$ cat src/rtl/lsu_mem_arbiter.sv
// Round-robin arbiter sharing one memory request/response port between
// NumPorts load store units. Requests pass through one output register.
// Responses are steered back by the port index carried in the top id bits.

// Per-port slice: grant decode for this port and its registered response valid.
module lsu_arb_lane #(
    parameter int Lane         = 0,
    parameter int PortIdxWidth = 1
) (
    input  logic                    clk_i,
    input  logic                    rst_i,
    input  logic                    accept,
    input  logic                    gnt_valid,
    input  logic [PortIdxWidth-1:0] gnt_idx,
    input  logic                    rsp_valid,
    input  logic [PortIdxWidth-1:0] rsp_port,
    output logic                    ready,
    output logic                    rsp_valid_q
);
    assign ready = accept & gnt_valid & (gnt_idx == PortIdxWidth'(Lane));

    // Response valid for this port, one cycle after the memory response.
    always_ff @(posedge clk_i or posedge rst_i) begin
        if (rst_i) rsp_valid_q <= 1'b0;
        else       rsp_valid_q <= rsp_valid & (rsp_port == PortIdxWidth'(Lane));
    end
endmodule

module lsu_mem_arbiter #(
    parameter  int NumPorts       = 4,
    parameter  int AddressWidth   = 32,
    parameter  int BlockIdxBits   = 4,
    parameter  int ReqIdWidth     = 5,
    localparam int BlockWidth     = 1 << BlockIdxBits,
    localparam int PortIdxWidth   = NumPorts > 1 ? $clog2(NumPorts) : 1,
    localparam int BlockAddrWidth = AddressWidth - BlockIdxBits,
    localparam int MemIdWidth     = ReqIdWidth + PortIdxWidth
) (
    input  logic                                       clk_i,
    input  logic                                       rst_i,
    input  logic [NumPorts-1:0]                        port_req_valid_i,
    output logic [NumPorts-1:0]                        port_ready_o,
    input  logic [NumPorts-1:0][ReqIdWidth-1:0]        port_req_id_i,
    input  logic [NumPorts-1:0][BlockAddrWidth-1:0]    port_req_addr_i,
    input  logic [NumPorts-1:0][BlockWidth-1:0]        port_req_we_mask_i,
    input  logic [NumPorts-1:0][8*BlockWidth-1:0]      port_req_wdata_i,
    input  logic                                       mem_ready_i,
    output logic                                       mem_req_valid_o,
    output logic [MemIdWidth-1:0]                      mem_req_id_o,
    output logic [BlockAddrWidth-1:0]                  mem_req_addr_o,
    output logic [BlockWidth-1:0]                      mem_req_we_mask_o,
    output logic [8*BlockWidth-1:0]                    mem_req_wdata_o,
    input  logic                                       mem_rsp_valid_i,
    input  logic [MemIdWidth-1:0]                      mem_rsp_id_i,
    input  logic [8*BlockWidth-1:0]                    mem_rsp_data_i,
    output logic [NumPorts-1:0]                        port_rsp_valid_o,
    output logic [ReqIdWidth-1:0]                      port_rsp_id_o,
    output logic [8*BlockWidth-1:0]                    port_rsp_data_o,
    output logic                                       err_o
);
    typedef struct packed {
        logic [MemIdWidth-1:0]     id;
        logic [BlockAddrWidth-1:0] addr;
        logic [BlockWidth-1:0]     we_mask;
        logic [8*BlockWidth-1:0]   wdata;
    } mem_req_t;

    mem_req_t                req_q;
    logic                    req_vld_q;
    logic [PortIdxWidth-1:0] ptr_q;
    logic                    accept;
    logic                    gnt_valid;
    logic [PortIdxWidth-1:0] gnt_idx;
    logic [PortIdxWidth:0]   k;
    logic [PortIdxWidth-1:0] rsp_port;
    logic                    rsp_bad;
    logic [ReqIdWidth-1:0]   rsp_id_q;
    logic [8*BlockWidth-1:0] rsp_data_q;
    logic                    err_q;

    // Register takes a new request when empty or draining this cycle; ready is held low in reset.
    assign accept = (~req_vld_q | mem_ready_i) & ~rst_i;

    // First valid port at or after the pointer, wrapping at NumPorts.
    always_comb begin
        gnt_valid = 1'b0;
        gnt_idx   = '0;
        k         = '0;
        for (int i = 0; i < NumPorts; i++) begin
            k = {1'b0, ptr_q} + (PortIdxWidth+1)'(i);
            if (k >= (PortIdxWidth+1)'(NumPorts)) k = k - (PortIdxWidth+1)'(NumPorts);
            if (!gnt_valid && port_req_valid_i[k[PortIdxWidth-1:0]]) begin
                gnt_valid = 1'b1;
                gnt_idx   = k[PortIdxWidth-1:0];
            end
        end
    end

    assign rsp_port = mem_rsp_id_i[MemIdWidth-1 -: PortIdxWidth];
    assign rsp_bad  = mem_rsp_valid_i & (int'(rsp_port) >= NumPorts);

    for (genvar p = 0; p < NumPorts; p++) begin : g_lane
        lsu_arb_lane #(.Lane(p), .PortIdxWidth(PortIdxWidth)) u_lane (
            .clk_i       (clk_i),
            .rst_i       (rst_i),
            .accept      (accept),
            .gnt_valid   (gnt_valid),
            .gnt_idx     (gnt_idx),
            .rsp_valid   (mem_rsp_valid_i),
            .rsp_port    (rsp_port),
            .ready       (port_ready_o[p]),
            .rsp_valid_q (port_rsp_valid_o[p])
        );
    end

    // Output register and round-robin pointer; both hold while memory stalls a full register.
    always_ff @(posedge clk_i or posedge rst_i) begin
        if (rst_i) begin
            req_q     <= '0;
            req_vld_q <= 1'b0;
            ptr_q     <= '0;
        end else if (accept) begin
            req_vld_q <= gnt_valid;
            if (gnt_valid) begin
                req_q.id      <= {gnt_idx, port_req_id_i[gnt_idx]};
                req_q.addr    <= port_req_addr_i[gnt_idx];
                req_q.we_mask <= port_req_we_mask_i[gnt_idx];
                req_q.wdata   <= port_req_wdata_i[gnt_idx];
                if (gnt_idx == PortIdxWidth'(NumPorts-1)) ptr_q <= '0;
                else                                      ptr_q <= gnt_idx + PortIdxWidth'(1);
            end
        end
    end

    // Shared response id/data plus sticky error for responses naming a nonexistent port.
    always_ff @(posedge clk_i or posedge rst_i) begin
        if (rst_i) begin
            rsp_id_q   <= '0;
            rsp_data_q <= '0;
            err_q      <= 1'b0;
        end else begin
            if (mem_rsp_valid_i) begin
                rsp_id_q   <= mem_rsp_id_i[ReqIdWidth-1:0];
                rsp_data_q <= mem_rsp_data_i;
            end
            if (rsp_bad) err_q <= 1'b1;
        end
    end

    assign mem_req_valid_o   = req_vld_q;
    assign mem_req_id_o      = req_q.id;
    assign mem_req_addr_o    = req_q.addr;
    assign mem_req_we_mask_o = req_q.we_mask;
    assign mem_req_wdata_o   = req_q.wdata;
    assign port_rsp_id_o     = rsp_id_q;
    assign port_rsp_data_o   = rsp_data_q;
    assign err_o             = err_q;
endmodule

$ cat config.mk
export PLATFORM = sky130hd
export DESIGN_NAME = lsu_mem_arbiter
export DESIGN_NICKNAME = d
export VERILOG_FILES = /design/src/rtl/lsu_mem_arbiter.sv
export SDC_FILE = /design/constraint.sdc
export NUM_CORES = 1
export LEC_CHECK = 0
export ABC_AREA = 0
export BUFFER_PORTS_ARGS = -buffer_cell sky130_fd_sc_hd__buf_2
export CAP_MARGIN = 20
export CORE_AREA = 2 2 451 453
export CTS_BUF_LIST = sky130_fd_sc_hd__clkbuf_2 sky130_fd_sc_hd__clkbuf_4 sky130_fd_sc_hd__clkbuf_8
export DETAILED_ROUTE_END_ITERATION = 8
export DIE_AREA = 0 0 453 455
export GPL_TIMING_DRIVEN = 0
export SKIP_LAST_GASP = 1
export SLEW_MARGIN = 30
export SYNTH_ARGS = -nofsm -noshare
export SYNTH_HDL_FRONTEND = slang
export SYNTH_SLANG_ARGS = --single-unit
$ cat constraint.sdc
create_clock -name clk_i -period 14.52 [get_ports clk_i]
set_input_delay 2.904 -clock clk_i [delete_from_list [all_inputs] [get_ports clk_i]]
set_output_delay 2.904 -clock clk_i [all_outputs]
set_load 0.1 [all_outputs]
Word-level counts from Yosys, hierarchy flattened --
Cells that the tools add are included.
Word-level totals: bits of input ports 851, logic and storage cells 86, bits in registers 319, output and inout bits 322
Cells by class: equality and inequality tests 6, muxes and demuxes 29, reductions and logical operators 9, order comparisons 9, bitwise operators 13, $add $sub $neg 8
Operator list (number):
- 128-bit binary-select mux with 2-bit select | 1
- 128-bit two-way mux | 1
- 28-bit binary-select mux with 2-bit select | 1
- 16-bit binary-select mux with 2-bit select | 1
- 28-bit two-way mux | 1
- 2-bit two-way mux | 9
- 16-bit two-way mux | 1
- 2-bit by 3-bit less-than comparator with 1-bit output (second input constant) | 5
- 1-bit bitwise AND | 10
- 5-bit binary-select mux with 2-bit select | 1
- 3-bit greater-or-equal comparator (second input constant) | 3
- 1-bit binary-select mux with 2-bit select | 4
- 2-bit == test (second input constant) | 4
- 1-bit two-way mux | 8
- 2-bit by 1-bit subtractor with 2-bit output (second input constant) | 4
- 2-bit by 2-bit adder with 3-bit output (second input constant) | 2
- 5-bit two-way mux | 1
- 2-bit by 1-bit == test with 1-bit output (second input constant) | 2
- 2-bit logical NOT | 2
- 2-bit by 1-bit adder with 3-bit output (second input constant) | 1
- 2-bit by 3-bit greater-or-equal comparator with 1-bit output (second input constant) | 1
- 1-bit logical AND | 3
- 1-bit logical NOT | 3
- 2-bit by 1-bit adder with 2-bit output (second input constant) | 1
- other kinds (3) | 4

Longest topological paths before layout --
Gate-level depths: netlist of run 1.
depth after elaboration 16, mapped depth 10, depth with buffers taken out 5

Hierarchy --
A second synthesis of run 1 with hierarchy kept.
Unflattened totals: cell total of the unflattened synthesis 1893, area total of the unflattened synthesis 16493.3 µm²
By module, submodules not included:
- lsu_mem_arbiter | cells each 1877, area an instance 16305.6 µm², instances 1, seq. area each 7882.6 µm²
- lsu_arb_lane (g_lane[1].u_lane ...) | cells each 4, area an instance 47.5 µm², instances 2, seq. area each 25.0 µm²
- lsu_arb_lane (g_lane[0].u_lane) | cells each 4, area an instance 48.8 µm², instances 1, seq. area each 25.0 µm²
- lsu_arb_lane (g_lane[3].u_lane) | cells each 4, area an instance 43.8 µm², instances 1, seq. area each 25.0 µm²

Worst setup path before layout of run 1 --
Ideal clock, no wire load.
path type input port to output port, start point in rst_i, end point out port_ready_o[0], cell stages on the path 8, arrival time 11.115 ns, slack 0.501 ns, path buffers 4, data required time 11.616 ns, path through inv_1 o21ai_2 a21oi_1 buf_2 buf_2 buf_2 and2_1 buf_4
Between the ends: longest elaborated chain between the ends 4
RTL lines:
- start: declaration | RTL line 40 | input logic rst_i,
- 1-bit inverter | RTL line 82 | assign accept = (~req_vld_q | mem_ready_i) & ~rst_i;
- 1-bit bitwise AND | RTL line 82
- 1-bit bitwise AND (2 in series) | RTL line 20 | assign ready = accept & gnt_valid & (gnt_idx == PortIdxWidth'(Lane));
- end: declaration | RTL line 42 | output logic [NumPorts-1:0] port_ready_o,
Every way passes these cells.

Worst setup path in the final report of run 1 --
start point in port_req_valid_i[0], end point out port_ready_o[3]
Between the ends: longest elaborated chain between the ends 14, elaborated cells on any way between the ends 25, those cells by class 1 x eq/ne; 16 x mux; 2 x bitwise; 6 x reduce/logical
RTL lines:
- start: declaration | RTL line 41 | input logic [NumPorts-1:0] port_req_valid_i,
- 1-bit binary-select mux with 2-bit select | RTL line 92 | if (!gnt_valid && port_req_valid_i[k[PortIdxWidth-1:0]]) begin
- 1-bit two-way mux (not written as such) | RTL line 92
- 1-bit two-way mux | RTL line 92
- 1-bit logical NOT | RTL line 92
- 1-bit logical AND | RTL line 92
- 1-bit two-way mux | RTL line 92
- 1-bit logical NOT | RTL line 92
- 1-bit logical AND | RTL line 92
- 1-bit two-way mux | RTL line 92
- 1-bit logical NOT | RTL line 92
- 1-bit logical AND | RTL line 92
- 2-bit two-way mux / 1-bit two-way mux (equally long branches) | RTL line 92
- 2-bit == test / 1-bit bitwise AND (equally long branches) | RTL line 20
- 1-bit bitwise AND (*) | RTL line 20
Every way passes the cells marked *; elsewhere a longest branch is shown, timed or not. The select of a mux whose other input is x is not followed.

==> flow_summary.json, run 1 <==
{
  "syn_nets": 2327,
  "placed_cells": 5326,
  "synthFlopType": "dfrtp_1",
  "cp-start-kind": "input pin",
  "use_met3_pct": 7.33,
  "clk_pin_slew_worst_paths_ns": 0.05,
  "synth-edff-count": 0,
  "die_width_um": 453,
  "switching_share_pct": 58.1,
  "crit_type": "in2out",
  "multi_input_area_um2": 7750,
  "clk-insertion-delay-late_ns": 0.78,
  "rows": 165,
  "max_slew_margin_pct": 29.5,
  "power_frac_seq_pct": 23.3,
  "antenna_found_initial": 146,
  "drc_errors": 0,
  "synthCells": 1476,
  "vias": 20562,
  "grt_max_degree": 90,
  "yosysSeqAreaShare_pct": 48.0,
  "grt_overflow": 0,
  "cts_sinks": 319,
  "ir_drop_uv": 99.0,
  "cts-root-buf": "clkbuf_8",
  "reg2reg_setup_slack_ns": 10.87,
  "grt_pass1_wl_um": 213000,
  "cp.required_ns": 11.62,
  "p_switching_mw": 3.05,
  "port_buffers": 1168,
  "area_delta_synth_final_pct": 67.0,
  "cp_data_arrival_time_ns": 6.01,
  "fin_crit_sh_pct": 61.4,
  "finalWirelength_um": 176000,
  "grt_use_met2_pct": 26.6,
  "rsz0062_at_grt": "no",
  "postCtsSetupRepairBufs": 0,
  "synth_cell_types": 44,
  "initial_core_util_pct": 8.26,
  "place_area_um2": 26100,
  "h-tree-depth": 3,
  "wire_per_inst_um": 31.7,
  "drtPass1Iterations": 6,
  "worstMarginPinSlew_ns": 1.06,
  "final_util_pct": 13.8,
  "use_met1_pct": 17.2,
  "seq_area_um2": 7980,
  "total_power_mw": 5.25,
  "numCtsBuffers": 68,
  "report.final.slew_viol_count": 0,
  "place.gp.congestion": 1.11,
  "max_freq_ghz": 0.112,
  "maxCapViolCount": 0,
  "place_hpwl_um": 154000,
  "first_global_vias": 19334,
  "async_flop_share_pct": 100,
  "synth-seq-cells": 319,
  "avgViaCountPerCell": 3.71,
  "p_int_mw": 2.20,
  "busiest_layer": "met2",
  "die_height_um": 455,
  "combPwrFrac_pct": 56.0,
  "die-area_um2": 206000,
  "clkPwrFrac_pct": 20.8,
  "layout_common_cells": "buf_2 (1224), dfrtp_1 (319), mux2i_1 (167), mux2_2 (133), o21ai_0 (99)",
  "hold_viol": 0,
  "synth_area_um2": 16600,
  "crit_fanout": 10,
  "hold_buffers": 0,
  "io_pins": 1173,
  "final_common_cell": "buf_2",
  "fp.coreArea_um2": 201000,
  "power_leakage_nw": 12.6,
  "cts_tree": "built",
  "setup_viol": 0,
  "fin_nets": 3575,
  "drive_gt1_share_pct": 55.9,
  "yosysWarningCount": 0,
  "fillers": 23031,
  "status": "completed",
  "stdcell_count": 5543,
  "power_density_nw_per_um2": 189,
  "cp-end-kind": "primary output",
  "clockBufferDepth": 3,
  "final_cell_area_um2": 27800,
  "hold_path_class": "reg2reg",
  "min_period_ns": 8.92,
  "post_cts_resized": 0,
  "ant_nets": 0,
  "skew_ns": 0.0506,
  "avgSynthCellArea_um2": 11.3,
  "drt_iter0_markers": 2023,
  "grt_use_total_pct": 16.2
}
## worst paths after layout
check / start / end / depth (start not counted)
max: port_req_valid_i[0] / port_ready_o[3] / 10
min: mem_req_id_o[5]$_DFFE_PP0P_ / mem_req_id_o[5]$_DFFE_PP0P_ / 2
max reg2reg: ptr_q[1]$_DFFE_PP0P_ / mem_req_wdata_o[82]$_DFFE_PP0P_ / 7
min reg2reg: mem_req_id_o[5]$_DFFE_PP0P_ / mem_req_id_o[5]$_DFFE_PP0P_ / 2
max in group asynchronous: rst_i / port_rsp_data_o[38]$_DFFE_PP0P_ / 4
min in group asynchronous: rst_i / mem_req_wdata_o[108]$_DFFE_PP0P_ / 2
## metrics by stage
step / setup slack (ns) / TNS (ns) / hold WS, ns
3_5_place_dp: 5.45 / 0 / 0.463
4_1_cts: 5.44 / 0 / 0.476
6_report: 5.60 / 0 / 0.468
2_1_floorplan: 0.501 / 0 / 0.603
3_3_place_gp: -5.06 / -1092.49 / 0.457
5_1_grt: 5.36 / 0 / 0.501
## power groups by stage
stage | combinational, mW | clock [mW] | sequential (mW)
after floorplan | 0.581 | 0 | 2.56
after global placement | 2.93 | 0 | 1.22
after detailed placement | 2.95 | 0 | 1.23
after CTS | 2.96 | 1.14 | 1.22
after global routing | 3.02 | 1.17 | 1.24
final | 2.94 | 1.09 | 1.22
## cell usage after synthesis, types with 4 or more instances
master / number / area [um^2]
mux2i_1: 167 / 1670
dfrtp_1: 319 / 7980
clkbuf_1: 71 / 267
buf_2: 54 / 270
a221o_1: 94 / 941
mux2_2: 133 / 1500
nor2_1: 5 / 18.8
nand3_1: 95 / 475
o21ai_0: 99 / 495
o221ai_1: 83 / 727
buf_6: 18 / 203
nand2_1: 93 / 349
o22a_1: 94 / 823
buf_1: 4 / 15.0
a21oi_1: 98 / 490
buf_4: 16 / 120
## routing by layer
| layer | up-vias | wire (um) |
|---|---|---|
| met5 | - | 467 |
| met4 | 42 | 10500 |
| met3 | 424 | 19900 |
| met2 | 1557 | 83800 |
| met1 | 10228 | 61300 |
| li1 | 8311 | - |
## layout make-up
cell class	instances	share of cell area [%]
antenna	102	0.920
timing repair buffer	1178	21.9
buffer	164	3.25
tap	2672	12.0
clock buffer	102	4.67
inverter	3	0.0676
sequential	319	28.8
clock inverter	13	0.464
multi-input combinational	990	27.9
## flip-flops by register name, summed over array words and instances (netlist names), 2 cells and up
name,count
mem_req_id_o,7
mem_req_we_mask_o,16
mem_req_addr_o,28
mem_req_wdata_o,128
ptr_q,2
port_rsp_id_o,5
port_rsp_data_o,128
g_lane.u_lane.rsp_valid_q,4
## cell families after synthesis
logic type | share of synthesized area (%)
and+or+nand+nor | 5.88
DFF | 48.0
other | 0.0226
AOI/OAI and AO/OA | 21.6
buffers and inverters | 5.36
muxes | 19.1
## critical path, stage by stage
cell,delay [ns]
buf_2,0.11
buf_2,0.17
mux2i_1,0.14
nor2_1,0.07
nor3_2,0.82
nand2_2,0.56
clkbuf_2,0.46
nor2_1,0.19
buf_4,0.12
buf_2,0.43
(Power assumes the default switching activity.)
==> run 2, diff against run 1 <==
--- a/config.mk
+++ b/config.mk
@@ -5,13 +5,13 @@
 export SDC_FILE = /design/constraint.sdc
 export NUM_CORES = 1
 export LEC_CHECK = 0
-export ABC_AREA = 0
+export ABC_AREA = 1
 export BUFFER_PORTS_ARGS = -buffer_cell sky130_fd_sc_hd__buf_2
 export CAP_MARGIN = 20
-export CORE_AREA = 2 2 451 453
+export CORE_AREA = 2 2 459 461
 export CTS_BUF_LIST = sky130_fd_sc_hd__clkbuf_2 sky130_fd_sc_hd__clkbuf_4 sky130_fd_sc_hd__clkbuf_8
 export DETAILED_ROUTE_END_ITERATION = 8
-export DIE_AREA = 0 0 453 455
+export DIE_AREA = 0 0 461 463
 export GPL_TIMING_DRIVEN = 0
 export SKIP_LAST_GASP = 1
 export SLEW_MARGIN = 30
==> constraint.sdc (replaced) <==
create_clock -name clk_i -period 7.65 [get_ports clk_i]
set_input_delay 1.53 -clock clk_i [delete_from_list [all_inputs] [get_ports clk_i]]
set_output_delay 1.53 -clock clk_i [all_outputs]
set_load 0.1 [all_outputs]
==> flow_summary.json, run 2 <==
{
  "status": "completed",
  "worstPathCellList": "buf_2, inv_1, nand2_1, nand3_1, nand2_1, nor2_2, nand2_1, nor2_2, nor2_4, inv_2, buf_4, buf_2, nand2_1, nor2_1, buf_4, buf_2",
  "synth_top_cell_by_area": "nand2_1",
  "grt_max_degree": 30,
  "cts-root-buf": "clkbuf_8",
  "p_switching_mw": 13.4,
  "post_cts_resized": 0,
  "power_leakage_nw": 17.8,
  "first_global_vias": 25686,
  "cp.required_ns": 6.12,
  "power_density_nw_per_um2": 640,
  "die_width_um": 461,
  "switching_share_pct": 67.9,
  "layout_common_cells": "nand2_1 (2209), buf_2 (1281), nand3_1 (362), dfrtp_1 (319), clkbuf_8 (81)",
  "avgSynthCellArea_um2": 6.14,
  "final_cell_area_um2": 30800,
  "worstMarginPinSlew_ns": 0.965,
  "vias": 26823,
  "hold_viol": 0,
  "area_delta_synth_final_pct": 58.4,
  "yosysSeqAreaShare_pct": 41.1,
  "synth_most_common_cell": "nand2_1",
  "crit_type": "in2out",
  "fin_nets": 5272,
  "totalNegativeSetupSlack_ns": 0,
  "synthFlopType": "dfrtp_1",
  "cp_data_arrival_time_ns": 4.71,
  "synth_area_um2": 19400,
  "hold_path_class": "reg2reg",
  "synth_area_leaders": "nand2_1 (43%), dfrtp_1 (41%), nand3_1 (9.3%)",
  "hold_buffers": 0,
  "finalWirelength_um": 180000,
  "max_freq_ghz": 0.160,
  "avgViaCountPerCell": 3.66,
  "cts_tree": "built",
  "slowest_delay_ns": 0.44,
  "fillers": 24661,
  "wire_per_inst_um": 24.5,
  "grt_pass1_wl_um": 230000,
  "worstReg2RegStart": "ptr_q[0]$_DFFE_PP0P_",
  "rr_worst_depth": 16,
  "holdCritStartpoint": "port_rsp_data_o[35]$_DFFE_PP0P_",
  "power_frac_seq_pct": 12.7,
  "p_int_mw": 6.33,
  "synth-edff-count": 0,
  "cpMostUsedCell": "nand2_1",
  "final_common_cell": "nand2_1",
  "cts_sinks": 319,
  "combPwrFrac_pct": 76.4,
  "drt_iter0_markers": 2207,
  "port_buffers": 1170,
  "rsz0062_at_grt": "no",
  "yosys-top-cells-count": "nand2_1 (2209), nand3_1 (362), dfrtp_1 (319)",
  "numCtsBuffers": 70,
  "synthCells": 3164,
  "synth_cell_types": 21,
  "syn_nets": 4015,
  "setup_viol": 0,
  "fin_crit_sh_pct": 81.6,
  "min_period_ns": 6.24,
  "ant_nets": 0,
  "clk-insertion-delay-late_ns": 0.85,
  "clkPwrFrac_pct": 10.9,
  "initial_core_util_pct": 9.31,
  "cp_slowest_cell": "inv_2",
  "skew_ns": 0.0890,
  "grt_overflow": 0,
  "clk_pin_slew_worst_paths_ns": 0.05,
  "place.gp.congestion": 0.998,
  "maxCapViolCount": 0,
  "synth-seq-cells": 319,
  "clockBufferDepth": 3,
  "report.final.slew_viol_count": 0,
  "drc_errors": 0,
  "antenna_found_initial": 134,
  "drtPass1Iterations": 5,
  "crit_fanout": 10,
  "drive_gt1_share_pct": 32.6,
  "rows": 168,
  "hold_slack_ns": 0.463,
  "synth_top_area_share_pct": 42.7,
  "h-tree-depth": 3,
  "die-area_um2": 213000,
  "postCtsSetupRepairBufs": 0,
  "cp-end-kind": "primary output",
  "total_power_mw": 19.7,
  "async_flop_share_pct": 100,
  "place_hpwl_um": 154000,
  "reg2reg_setup_slack_ns": 3.47,
  "whs_endpoint": "port_rsp_data_o[35]$_DFFE_PP0P_",
  "die_height_um": 463,
  "grt_use_total_pct": 16.2,
  "final_util_pct": 14.8,
  "min_delay_path_depth": 2,
  "max_slew_margin_pct": 35.7,
  "place_area_um2": 29100,
  "io_pins": 1173,
  "fp.coreArea_um2": 209000,
  "cp-start-kind": "input pin",
  "ir_drop_uv": 333,
  "cp-startpoint": "port_req_valid_i[3]",
  "yosysWarningCount": 0,
  "r2r_end": "mem_req_wdata_o[86]$_DFFE_PP0P_"
}
run 2: changes by cell type in the layout (fill, tap and decap cells not counted), moves of 10 or more:
cell | previous run | this run
clkbuf_2 | 18 | 5
a221o_1 | 94 | 0
mux2i_1 | 167 | 0
a21oi_1 | 97 | 2
mux2_2 | 133 | 0
o21ai_0 | 99 | 2
diode_2 | 102 | 62
o221ai_1 | 83 | 0
nand2_1 | 92 | 2209
o22a_1 | 94 | 0
nand3_1 | 95 | 362
buf_2 | 1224 | 1281
inv_1 | 1 | 11
buf_1 | 2 | 32
run 2: worst max path at each step:
| stage | depth (start not counted) | slack, ns | endpoint |
|---|---|---|---|
| after floorplan | 1 | 1.87 | g_lane[0].u_lane.rsp_valid_q$_DFF_PP0_ |
| after global placement | 2 | -1.33 | port_rsp_data_o[41]$_DFFE_PP0P_ |
| after detailed placement | 16 | 1.08 | port_ready_o[3] |
| after CTS | 16 | 1.08 | port_ready_o[3] |
| after global routing | 16 | 0.96 | port_ready_o[3] |
| final | 16 | 1.41 | port_ready_o[3] |
run 2: power by group through the flow:
stage | sequential, mW | clock (mW) | combinational [mW]
2_1_floorplan | 5.98 | 0 | 5.92
3_3_place_gp | 2.50 | 0 | 15.2
3_5_place_dp | 2.50 | 0 | 15.2
4_1_cts | 2.49 | 2.26 | 15.3
5_1_grt | 2.56 | 2.31 | 16.2
6_report | 2.50 | 2.16 | 15.0
run 2: cells by family after synthesis:
group                  share of synthesized area (%)
AOI/OAI and AO/OA                              0.213
buffers and inverters                           6.19
DFF                                             41.1
other                                         0.0193
and+or+nand+nor                                 52.5
run 2: routing by layer:
metal  track usage [%]  part of all wire, %
met5                 0                 0.16
met4              7.96                  5.4
met3              5.69                   11
met2              26.1                   45
met1              18.9                   39
run 2: final cells by class:
class	instances	area [um^2]	area share [%]
clock inverters	16	203	0.659
plain buffers	234	1160	3.78
diodes	62	155	0.504
multi-input cells	2595	10200	33.3
well taps	2805	3510	11.4
clock buffers	101	1260	4.11
flip-flops and latches	319	7980	26.0
repair buffers	1185	6190	20.1
inverters	16	63.8	0.207
run 2: stage by stage:
step | setup slack (ns) | std cells
after global placement | -1.33 | 7139
after CTS | 1.08 | 7271
after detailed placement | 1.08 | 7154
after global routing | 0.958 | 7305
final | 1.41 | 7333
after floorplan | 1.87 | 3164
run 2: critical path, delay by kind of cell:
kind	cells	cell delay, ns
buf+inv	7	1.90
simple gates	9	1.23
